File: src/rtl/log_reg_pkg.sv
// Shared types and constants for the log_reg feeder and its optional watchdog.
package log_reg_pkg;

  localparam int DATA_W     = 32;
  localparam int ST_SHORT   = 0;
  localparam int ST_TIMEOUT = 1;

  typedef enum logic [2:0] {
    S_IDLE = 3'd0,
    S_LOAD = 3'd1,
    S_FIRE = 3'd2,
    S_WAIT = 3'd3,
    S_HOLD = 3'd4
  } feeder_state_t;

endpackage

File: src/rtl/log_reg_watchdog.sv
// WAIT-state watchdog for log_reg_feeder; only built when LOG_REG_FEEDER_TIMEOUT_EN is defined.
// expired_o rises in the LIMIT-th counting cycle after a clear.
`ifdef LOG_REG_FEEDER_TIMEOUT_EN
module log_reg_watchdog #(
  parameter int LIMIT = 1024
) (
  input  logic clk,
  input  logic rst_n,
  input  logic clear_i,
  input  logic count_i,
  output logic expired_o
);

  localparam int CNT_W = (LIMIT > 1) ? $clog2(LIMIT) : 1;
  localparam logic [CNT_W-1:0] CNT_LAST = CNT_W'(LIMIT - 1);

  logic [CNT_W-1:0] cnt_q;
  logic [CNT_W-1:0] cnt_d;

  // Next count: clear on entry, otherwise count up and saturate at the limit.
  always_comb begin
    cnt_d = cnt_q;
    if (clear_i) begin
      cnt_d = '0;
    end else if (count_i && (cnt_q != CNT_LAST)) begin
      cnt_d = cnt_q + CNT_W'(1);
    end else begin
      cnt_d = cnt_q;
    end
  end

  // Counter register.
  always_ff @(posedge clk or negedge rst_n) begin
    if (!rst_n) begin
      cnt_q <= '0;
    end else begin
      cnt_q <= cnt_d;
    end
  end

  assign expired_o = count_i && (cnt_q == CNT_LAST);

endmodule
`endif

File: src/rtl/log_reg_feeder.sv
// Initiator-side sequencer for one log_reg core: gathers a feature vector, fires the core, returns its result.
// Optional WAIT watchdog is compiled in with LOG_REG_FEEDER_TIMEOUT_EN.
module log_reg_feeder
  import log_reg_pkg::*;
#(
  parameter int NUM_FEATURES   = 4,
  parameter int TIMEOUT_CYCLES = 1024
) (
  input  logic              clk,
  input  logic              rst_n,
  input  logic              in_valid,
  output logic              in_ready,
  input  logic [DATA_W-1:0] in_data,
  input  logic              in_last,
  output logic              start,
  output logic [DATA_W-1:0] features [NUM_FEATURES],
  input  logic [DATA_W-1:0] core_prediction,
  input  logic              core_done,
  output logic              out_valid,
  input  logic              out_ready,
  output logic [DATA_W-1:0] out_data,
  output logic [1:0]        out_status,
  output logic [15:0]       vec_count
);

  localparam int IDX_W = $clog2(NUM_FEATURES);
  localparam logic [IDX_W-1:0] LAST_IDX = IDX_W'(NUM_FEATURES - 1);

  feeder_state_t     state_q;
  feeder_state_t     state_d;
  logic [IDX_W-1:0]  idx_q;
  logic [IDX_W-1:0]  idx_d;
  logic [DATA_W-1:0] feat_q [NUM_FEATURES];
  logic [DATA_W-1:0] feat_d [NUM_FEATURES];
  logic [DATA_W-1:0] data_q;
  logic [DATA_W-1:0] data_d;
  logic [1:0]        status_q;
  logic [1:0]        status_d;
  logic [15:0]       vec_count_q;
  logic [15:0]       vec_count_d;
  logic              in_ready_q;
  logic              start_q;
  logic              out_valid_q;
  logic              accept_s;
  logic              vec_end_s;
  logic              timeout_s;

`ifdef LOG_REG_FEEDER_TIMEOUT_EN
  log_reg_watchdog #(
    .LIMIT(TIMEOUT_CYCLES)
  ) u_watchdog (
    .clk      (clk),
    .rst_n    (rst_n),
    .clear_i  (state_q == S_FIRE),
    .count_i  (state_q == S_WAIT),
    .expired_o(timeout_s)
  );
`else
  // No watchdog: constant 0 for every legal limit, so WAIT waits indefinitely.
  assign timeout_s = (TIMEOUT_CYCLES < 0);
`endif

  assign accept_s  = (state_q == S_LOAD) && in_valid;
  assign vec_end_s = accept_s && (in_last || (idx_q == LAST_IDX));

  // Next-state and datapath update for the sequencer FSM.
  always_comb begin
    state_d     = state_q;
    idx_d       = idx_q;
    feat_d      = feat_q;
    data_d      = data_q;
    status_d    = status_q;
    vec_count_d = vec_count_q;
    case (state_q)
      S_IDLE: begin
        state_d = S_LOAD;
      end
      S_LOAD: begin
        if (accept_s) begin
          // Early in_last zero-fills the unwritten tail in the same cycle.
          for (int j = 0; j < NUM_FEATURES; j++) begin
            if (IDX_W'(j) == idx_q) begin
              feat_d[j] = in_data;
            end else if (vec_end_s && (IDX_W'(j) > idx_q)) begin
              feat_d[j] = '0;
            end else begin
              feat_d[j] = feat_q[j];
            end
          end
          if (vec_end_s) begin
            status_d[ST_SHORT] = (idx_q != LAST_IDX);
            state_d            = S_FIRE;
          end else begin
            idx_d = idx_q + IDX_W'(1);
          end
        end else begin
          state_d = S_LOAD;
        end
      end
      S_FIRE: begin
        state_d = S_WAIT;
      end
      S_WAIT: begin
        if (core_done) begin
          data_d               = core_prediction;
          status_d[ST_TIMEOUT] = 1'b0;
          state_d              = S_HOLD;
        end else if (timeout_s) begin
          data_d               = '0;
          status_d[ST_TIMEOUT] = 1'b1;
          state_d              = S_HOLD;
        end else begin
          state_d = S_WAIT;
        end
      end
      S_HOLD: begin
        if (out_ready) begin
          vec_count_d = vec_count_q + 16'd1;
          idx_d       = '0;
          status_d    = 2'b00;
          state_d     = S_LOAD;
        end else begin
          state_d = S_HOLD;
        end
      end
      default: begin
        state_d = S_IDLE;
      end
    endcase
  end

  // State, datapath and registered handshake outputs.
  always_ff @(posedge clk or negedge rst_n) begin
    if (!rst_n) begin
      state_q     <= S_IDLE;
      idx_q       <= '0;
      feat_q      <= '{default: '0};
      data_q      <= '0;
      status_q    <= 2'b00;
      vec_count_q <= 16'd0;
      in_ready_q  <= 1'b0;
      start_q     <= 1'b0;
      out_valid_q <= 1'b0;
    end else begin
      state_q     <= state_d;
      idx_q       <= idx_d;
      feat_q      <= feat_d;
      data_q      <= data_d;
      status_q    <= status_d;
      vec_count_q <= vec_count_d;
      in_ready_q  <= (state_d == S_LOAD);
      start_q     <= (state_d == S_FIRE);
      out_valid_q <= (state_d == S_HOLD);
    end
  end

  assign in_ready   = in_ready_q;
  assign start      = start_q;
  assign out_valid  = out_valid_q;
  assign out_data   = data_q;
  assign out_status = status_q;
  assign vec_count  = vec_count_q;
  assign features   = feat_q;

endmodule

File: config.mk
export PLATFORM = sky130hd
export DESIGN_NAME = log_reg_feeder
export DESIGN_NICKNAME = d
export VERILOG_FILES = /design/src/rtl/log_reg_pkg.sv /design/src/rtl/log_reg_watchdog.sv /design/src/rtl/log_reg_feeder.sv
export SDC_FILE = /design/constraint.sdc
export NUM_CORES = 1
export LEC_CHECK = 0
export ABC_AREA = 1
export BUFFER_PORTS_ARGS = -buffer_cell sky130_fd_sc_hd__buf_2
export CAP_MARGIN = 20
export CORE_UTILIZATION = 50
export DETAILED_ROUTE_END_ITERATION = 6
export PLACE_DENSITY = 0.79
export REMOVE_ABC_BUFFERS = 1
export SYNTH_ARGS = -nofsm -noshare
export SYNTH_HDL_FRONTEND = slang
export SYNTH_SLANG_ARGS = --single-unit
File: constraint.sdc
create_clock -name clk -period 2 [get_ports clk]
set_clock_uncertainty 0.15 [all_clocks]
set_input_delay 0.1 -clock clk [delete_from_list [all_inputs] [get_ports clk]]
set_output_delay 0.1 -clock clk [all_outputs]
set_load 0.01 [all_outputs]
==> flow_metrics.py, run 1 <==
metrics = {
    "run_status": {
        "status": "finished, final reports clean",
    },
    "clock_tree": {
        "path_clk_slew_ns": 0.07,
        "clk_latency_ns": 0.43,
        "cts_tree": "yes",
        "cts_buffers": 17,
        "ctsLongestPathBuffers": 2,
        "cts_root_buffer": "clkbuf_16",
        "clock_sinks": 185,
        "cts_resized": 0,
        "htreeDepth": 4,
    },
    "placement": {
        "hpwlAfterDp_um": 13700,
        "place_congestion": 0.816,
        "placed_cell_area_mm2": 0.00899,
        "placed_cells": 1150,
        "portBuffers": 249,
    },
    "pwr": {
        "ir_drop_uv": 1060,
        "p_leak_nw": 5.35,
        "switching_power_mw": 6.10,
        "internal_power_mw": 9.91,
        "powerDensity_mw_per_mm2": 1550,
        "swShare": 0.381,
        "p_seq_frac": 0.384,
        "clkPwrFrac": 0.227,
        "p_comb_frac": 0.389,
    },
    "synthesis": {
        "synth_cell_types": 26,
        "synthCells": 732,
        "yosysSeqAreaShare": 0.629,
        "post_synth.cell_area_avg_um2": 10.0,
        "synth-seq-cells": 185,
        "netlist_area_mm2": 0.00736,
        "synth_warnings": 0,
    },
    "routing": {
        "num_vias": 6660,
        "wl_per_cell_um": 17.3,
        "drtAntennaViolNets": 0,
        "routed_wirelength_um": 21700,
        "dr.pass1.iters": 5,
        "drt_iter0_drc": 507,
        "drc": 0,
        "via_per_inst": 5.32,
    },
    "timing": {
        "fin_crit_sh": 0.915,
        "period_needed_ns": 1.83,
        "relSlewSlack": 0.611,
        "fmax_mhz": 546,
        "setup_viol": 0,
        "hold_viol": 0,
        "slew_viol_final": 0,
        "worst_pin_slew_ns": 0.584,
        "rsz0062_at_grt": "no",
    },
    "grt": {
        "met2_usage": 0.490,
        "met1_usage": 0.356,
        "grt_pass1_wl_um": 33500,
        "grt_max_degree": 58,
        "gr-usage-met3": 0.0595,
        "grt_overflow": 0,
        "groute.usage.overall": 0.292,
        "grt_pass1_vias": 6695,
        "top_usage_layer": "met2",
        "antenna_found_initial": 1,
    },
    "finish": {
        "stdcell_count": 1253,
        "fin_nets": 1134,
        "drive_gt1_frac": 0.318,
        "area_growth_pct": 40.5,
        "design_area_mm2": 0.0103,
        "layout_commonest_cell": "buf_2",
        "mostFrequentLayoutCells": "buf_2, nand2_1, dfrtp_1",
    },
    "worst_setup_path": {
        "cp.arrival_ns": 2.00,
        "path_max_fanout": 8,
        "worst_setup_path_start_kind": "flip-flop",
        "cp-end-kind": "flip-flop",
        "criticalPathCategory": "flip-flop to flip-flop",
        "required_ns": 2.17,
    },
    "floorplanning": {
        "coreArea_mm2": 0.0141,
        "rows": 43,
        "die_w_um": 123,
        "pin_count": 251,
        "initial_core_util": 0.522,
        "die_area_mm2": 0.0152,
        "die_h_um": 123,
    },
    "hold_path": {
        "hp-class": "input port to flip-flop",
    },
    "run": {
        "drv_cap": 0,
    },
}
-- kinds of logic (layout without fill, tap and decap cells) --
kind of cell | Yosys count | in the layout | share of synthesized area
muxes | 32 | 32 | 0.0490
xor gates and xnor gates | 8 | 8 | 0.00952
and+or+nand+nor | 266 | 266 | 0.149
AOI/OAI and AO/OA | 143 | 143 | 0.103
other | 1 | 2 | 0.000510
buffers and inverters | 92 | 432 | 0.0515
adders and majority gates | 5 | 5 | 0.00850
DFF | 185 | 185 | 0.629
-- synth_stat cells, drive strengths merged --
master / count / area, µm²
conb: 1 / 3.75
mux2: 32 / 360
nand3: 36 / 180
nand2: 200 / 751
o21ai: 108 / 541
dfrtp: 185 / 4630
nand4: 3 / 25.0
nand3b: 3 / 22.5
and2: 1 / 6.26
buf: 17 / 97.6
o22ai: 32 / 200
clkbuf: 24 / 90.1
inv: 51 / 191
ha: 5 / 62.6
nor2: 22 / 100
nor3: 1 / 10.0
xnor2: 4 / 35.0
a21oi: 3 / 15.0
xor2: 4 / 35.0
-- through the flow --
step | util | setup slack, ns | power [mW] | TNS, ns | hold slack, ns
after floorplan | - | -2.31 | 9.06 | -228.59 | -0.346
after global placement | 0.638 | 0.220 | 11.9 | 0 | -0.0359
after detailed placement | 0.638 | 0.161 | 12.2 | 0 | -0.0325
after CTS | 0.731 | 0.131 | 16.0 | 0 | 0.0205
after global routing | 0.733 | 0.000575 | 17.0 | 0 | 0.0655
final | 0.733 | 0.170 | 16.0 | 0 | 0.0713
-- critical path, cell delays in order, from the launching register on --
cell,delay (ns)
dfrtp_1,0.46
nor2_1,0.17
nand2_1,0.20
nor2_4,0.26
nand2_1,0.16
nor2_4,0.16
nand2_1,0.06
nand2_1,0.05
nand2_1,0.04
-- per-layer routing --
| metal | vias up | part of all wire | wire length, µm |
|---|---|---|---|
| met5 | - | 0 | 0 |
| met3 | 63 | 0.058 | 1250 |
| met2 | 305 | 0.51 | 11100 |
| li1 | 3053 | - | - |
| met1 | 3239 | 0.39 | 8530 |
| met4 | 0 | 0.037 | 794 |
-- power by group through the flow --
stage / Sequential [mW] / Combinational (mW) / Clock [mW]
floorplan: 6.78 / 2.28 / 0
global placement: 6.08 / 5.86 / 0
detailed placement: 6.13 / 6.05 / 0
CTS: 6.10 / 6.19 / 3.68
global route: 6.30 / 6.82 / 3.84
finish: 6.14 / 6.23 / 3.63
-- state kept, by name (all words and copies together) (netlist names) --
register and cells:
vec_count 16, idx_q 2, out_status 1, state_q 3
start 1, out_valid 1, out_data 32, features 128
in_ready 1
-- path summary, 6_finish.rpt --
kind | from | end | slack, ns | cells after the start
max | state_q[1] | vec_count[11] | 0.17 | 8
min | core_done | state_q[1] | 0.07 | 4
max reg2reg | state_q[1] | vec_count[11] | 0.17 | 8
min reg2reg | features[99] | features[99] | 0.32 | 2
max in group asynchronous | rst_n | features[48] | 0.98 | 3
min in group asynchronous | rst_n | vec_count[4] | 0.08 | 2
-- area by class of cell --
type                    instances  area, µm²
clock inverters                13        193
flip-flops and latches        185       4630
inverters                      51        191
multi-input cells             455       2360
fillers                       998       3760
clock buffers                  19        453
repair buffers                349       2280
diodes                          1       2.50
well taps                     180        225
-- repair_timing --
item / in CTS / in global routing
hold endpoints to repair: 351 / 0
hold buffers: 67 / 0
setup buffers: 0 / 3
setup endpoints to repair: 0 / 5
Note: power is estimated with default switching activity, not from simulation.
==> run 2: changes to the inputs <==
==> constraint.sdc (replaced) <==
create_clock -name clk -period 2.1 [get_ports clk]
set_clock_uncertainty 0.15 [all_clocks]
set_input_delay 0.105 -clock clk [delete_from_list [all_inputs] [get_ports clk]]
set_output_delay 0.105 -clock clk [all_outputs]
set_load 0.01 [all_outputs]
==> run 2 against run 1 <==
Power shrank 6.4%. Clock power down 12%. Design area fell by 0.76%. Sequential power decreased by 4.7%. Non-clock buffer count is the same. Sequential share of layout area grew 0.34 points. Die area unchanged. Global-route usage increased by 0.19 points. Critical path type unchanged. Largest cell class unchanged. Largest power group unchanged.
==> flow_metrics.py, run 2 (synthesis gave the netlist of run 1 again) <==
metrics = {
    "grt": {
        "grt_max_degree": 57,
        "antenna_found_initial": 0,
        "grt_pass1_wl_um": 33700,
        "groute.usage.overall": 0.294,
        "grt_overflow": 0,
        "grt_pass1_vias": 6641,
    },
    "routing": {
        "routed_wirelength_um": 21500,
        "via_per_inst": 5.34,
        "wl_per_cell_um": 17.2,
        "drc": 0,
        "num_vias": 6684,
        "drtAntennaViolNets": 0,
        "dr.pass1.iters": 5,
        "drt_iter0_drc": 615,
    },
    "timing": {
        "rsz0062_at_grt": "no",
        "holdWs_ns": 0.0569,
        "fin_crit_sh": 0.894,
        "slew_viol_final": 0,
        "fin_setup_tns_ns": 0,
        "worst_pin_slew_ns": 0.536,
        "setup_viol": 0,
        "relSlewSlack": 0.643,
        "hold_viol": 0,
        "fmax_mhz": 532,
        "period_needed_ns": 1.88,
    },
    "floorplanning": {
        "die_h_um": 123,
        "pin_count": 251,
        "die_area_mm2": 0.0152,
        "rows": 43,
        "initial_core_util": 0.522,
        "die_w_um": 123,
        "coreArea_mm2": 0.0141,
    },
    "pwr": {
        "powerDensity_mw_per_mm2": 1460,
        "ir_drop_uv": 880,
        "p_leak_nw": 5.32,
    },
    "finish": {
        "drive_gt1_frac": 0.315,
        "layout_commonest_cell": "buf_2",
        "mostFrequentLayoutCells": "buf_2, nand2_1, dfrtp_1",
        "fin_nets": 1134,
        "area_growth_pct": 39.4,
        "diodes": 0,
        "stdcell_count": 1252,
        "design_area_mm2": 0.0103,
        "largest_reg_flops": 128,
    },
    "clock_tree": {
        "cts_root_buffer": "clkbuf_16",
        "ctsLongestPathBuffers": 2,
        "clk_latency_ns": 0.43,
        "clock_sinks": 185,
        "htreeDepth": 4,
        "cts_buffers": 17,
        "cts_resized": 0,
        "cts_tree": "yes",
        "path_clk_slew_ns": 0.07,
    },
    "worst_setup_path": {
        "cp.arrival_ns": 2.05,
        "criticalPathCategory": "flip-flop to flip-flop",
        "slowest_delay_ns": 0.45,
        "cp-end-kind": "flip-flop",
        "required_ns": 2.28,
        "cp_cell_sequence": "nor2_1 > nand2_1 > nor2_4 > buf_4 > nand2_1 > nor2_2 > nand2_1 > nand2_1 > nand2_1",
        "worst_setup_path_start_kind": "flip-flop",
        "path_max_fanout": 10,
        "crit_top_cell": "nand2_1",
        "crit_path_top_delay_cell": "dfrtp_1",
    },
    "placement": {
        "hpwlAfterDp_um": 13600,
        "portBuffers": 249,
        "placed_cells": 1146,
        "place_congestion": 0.817,
        "placed_cell_area_mm2": 0.00894,
    },
    "hold_path": {
        "hp-class": "input port to async pin",
    },
    "run_status": {
        "status": "finished, final reports clean",
    },
    "run": {
        "drv_cap": 0,
    },
}
run 2: routing by layer:
metal,share of wire,vias to the layer above,track usage
li1,-,3057,-
met1,0.39,3262,0.363
met2,0.52,304,0.495
met3,0.059,61,0.0618
met4,0.034,0,0.138
met5,0,-,0
run 2: report_power, final:
part           total (mW)  internal [mW]  switching [mW]
clock network        3.21           1.85            1.36
logic                5.91           2.34            3.57
registers            5.85           5.00           0.850
total                15.0           9.19            5.78
run 2: per-stage QoR:
step / worst slack [ns] / power (mW) / util
floorplan: -2.21 / 8.63 / -
global placement: 0.274 / 11.4 / 0.634
detailed placement: 0.215 / 11.6 / 0.634
CTS: 0.200 / 14.9 / 0.724
global route: 0.0685 / 15.9 / 0.728
finish: 0.222 / 15.0 / 0.728
run 2: path summary, 6_finish.rpt:
| check | cells past startpoint | from | slack (ns) | endpoint |
|---|---|---|---|---|
| worst max-delay path | 9 | state_q[1] | 0.22 | vec_count[10] |
| worst min-delay path | 2 | rst_n | 0.06 | out_data[18] |
| worst max register to register | 9 | state_q[1] | 0.22 | vec_count[10] |
| worst min register to register | 2 | features[100] | 0.32 | features[100] |
| max in group asynchronous | 3 | rst_n | 1.04 | out_data[8] |
| min in group clk | 7 | in_last | 0.17 | features[67] |
run 2: critical path: cells and delay by family (launching register included):
| family | cells | cell delay [ns] |
|---|---|---|
| buf+inv | 1 | 0.17 |
| flops | 1 | 0.45 |
| simple gates | 8 | 1.01 |
run 2: final cells by class:
type / count / area (µm²)
Tap cell: 180 / 225
Fill cell: 1003 / 3840
Clock buffer: 22 / 474
Multi-Input combinational cell: 455 / 2360
Sequential cell: 185 / 4630
Clock inverter: 10 / 118
Inverter: 51 / 191
Timing Repair Buffer: 349 / 2260
run 2: repair_timing:
item | CTS | global route
endpoints found under the hold margin | 357 | 0
setup endpoints to repair | 0 | 2
buffers inserted | 0 | 6
hold buffers | 68 | 0
==> run 3: changes to the inputs <==
--- a/config.mk
+++ b/config.mk
@@ -11,7 +11,6 @@
 export CORE_UTILIZATION = 50
 export DETAILED_ROUTE_END_ITERATION = 6
 export PLACE_DENSITY = 0.79
-export REMOVE_ABC_BUFFERS = 1
 export SYNTH_ARGS = -nofsm -noshare
 export SYNTH_HDL_FRONTEND = slang
 export SYNTH_SLANG_ARGS = --single-unit
==> run 3 against run 2 <==
Design area is 0.93% lower. Cell count is 0.80% lower. Power down 1.5%. Sequential power hardly changed. Worst hold slack lost 0.0061 ns. Global-route usage fell by 0.18 points. Worst setup slack worse by 0.0097 ns. Critical path depth fell by 3. Critical path type unchanged. Largest cell class unchanged. Largest power group is now sequential cells.
==> flow_metrics.py, run 3 (synthesis gave the netlist of run 1 again) <==
metrics = {
    "finish": {
        "diodes": 0,
        "stdcell_count": 1242,
        "mostFrequentLayoutCells": "buf_2, nand2_1, dfrtp_1",
        "drive_gt1_frac": 0.310,
        "nFillCells": 1048,
        "area_growth_pct": 38.1,
        "largest_reg_flops": 128,
        "layout_commonest_cell": "buf_2",
        "fin_nets": 1125,
    },
    "floorplanning": {
        "die_h_um": 123,
        "die_area_mm2": 0.0152,
        "pin_count": 251,
        "coreArea_mm2": 0.0141,
        "die_w_um": 123,
        "rows": 43,
        "initial_core_util": 0.522,
    },
    "clock_tree": {
        "cts_tree": "yes",
        "cts_root_buffer": "clkbuf_16",
        "ctsLongestPathBuffers": 2,
        "path_clk_slew_ns": 0.07,
        "cts_buffers": 17,
        "cts_setup_buffers": 0,
        "clock_sinks": 185,
        "htreeDepth": 4,
        "clk_latency_ns": 0.43,
    },
    "pwr": {
        "ir_drop_uv": 710,
        "p_leak_nw": 5.26,
        "powerDensity_mw_per_mm2": 1450,
    },
    "timing": {
        "fmax_mhz": 530,
        "fin_crit_sh": 0.899,
        "slew_viol_final": 0,
        "rsz0062_at_grt": "no",
        "setup_viol": 0,
        "period_needed_ns": 1.89,
        "hold_viol": 0,
        "fin_setup_tns_ns": 0,
    },
    "routing": {
        "drtAntennaViolNets": 0,
        "num_vias": 6497,
        "drc": 0,
        "drt_iter0_drc": 396,
        "via_per_inst": 5.23,
        "dr.pass1.iters": 5,
        "wl_per_cell_um": 17.3,
        "routed_wirelength_um": 21500,
    },
    "run_status": {
        "status": "finished, final reports clean",
    },
    "worst_setup_path": {
        "cp_num_buf_inv": 2,
        "r2r_slack_ns": 0.21,
        "worst_setup_path_start_kind": "flip-flop",
        "criticalPathCategory": "flip-flop to flip-flop",
        "crit_top_cell": "nand2_1",
        "slowest_delay_ns": 0.41,
        "path_max_fanout": 26,
        "crit_path_top_delay_cell": "dfrtp_1",
        "cp_cell_sequence": "inv_2 > nand2_1 > nor3_4 > buf_4 > nand2_1 > o21ai_0",
        "cp_top_family": "simple AND/OR/NAND/NOR gates",
        "required_ns": 2.28,
        "cp.arrival_ns": 2.07,
        "cp-end-kind": "flip-flop",
    },
    "grt": {
        "antenna_found_initial": 0,
        "groute.usage.overall": 0.292,
        "grt_pass1_wl_um": 33300,
        "grt_max_degree": 61,
        "grt_overflow": 0,
        "grt_pass1_vias": 6550,
    },
    "placement": {
        "portBuffers": 249,
        "place_congestion": 0.845,
        "hpwlAfterDp_um": 14300,
        "placed_cells": 1143,
    },
    "hold_path": {
        "hp-class": "input port to async pin",
    },
    "run": {
        "drv_cap": 0,
    },
    "synthesis": {
        "syn_nets": 807,
    },
}
run 3: cell count changes in the layout (fill, tap and decap cells not counted):
cell        delta
clkinvlp_4     -1
clkbuf_1       -1
clkinv_2       +1
buf_4          -9
bufinv_16      -1
clkinv_4       +1
run 3: routing by layer:
metal | vias up | part of all wire | routed length [µm] | GRT usage
met2 | 311 | 0.49 | 10500 | 0.487
met1 | 3118 | 0.39 | 8460 | 0.352
met4 | 0 | 0.023 | 494 | 0.118
met5 | - | 0 | 0 | 0
met3 | 40 | 0.096 | 2060 | 0.0923
li1 | 3028 | - | - | -
run 3: cell type report:
type	instances	area [µm²]	share of cell area
clock buffers	21	470	0.0463
repair buffers	340	2190	0.216
well taps	180	225	0.0222
flip-flops and latches	185	4630	0.456
inverters	51	191	0.0188
clock inverters	10	93.8	0.00924
multi-input cells	455	2360	0.232
run 3: metrics by stage:
| step | util | power, mW | area, µm² | hold WS [ns] | setup slack, ns |
|---|---|---|---|---|---|
| floorplan | - | 8.81 | 7360 | -0.341 | 0.439 |
| global placement | 0.633 | 11.4 | 8920 | -0.0834 | 0.343 |
| detailed placement | 0.633 | 11.6 | 8920 | -0.0773 | 0.255 |
| CTS | 0.721 | 14.8 | 10200 | 0.0378 | 0.194 |
| global route | 0.721 | 15.7 | 10200 | 0.0678 | 0.0814 |
| finish | 0.721 | 14.7 | 10200 | 0.0508 | 0.212 |
run 3: final timing paths:
kind,start,end,depth (start not counted)
max,state_q[2],features[10],6
max in group asynchronous,rst_n,features[59],3
min in group clk,in_last,start,6
max reg2reg,state_q[2],features[10],6
min reg2reg,features[107],features[107],2
min,rst_n,out_data[13],2
run 3: what timing repair did:
action | 4_1_cts | 5_1_grt
resized for setup | 0 | 0
endpoints found under the hold margin | 353 | 0
hold buffers | 68 | 0
run 3: power breakdown:
part	internal (mW)	total [mW]	switching [mW]
sequential	5.00	5.85	0.846
clock	1.72	3.07	1.35
combinational	2.30	5.82	3.53
total	9.02	14.7	5.72
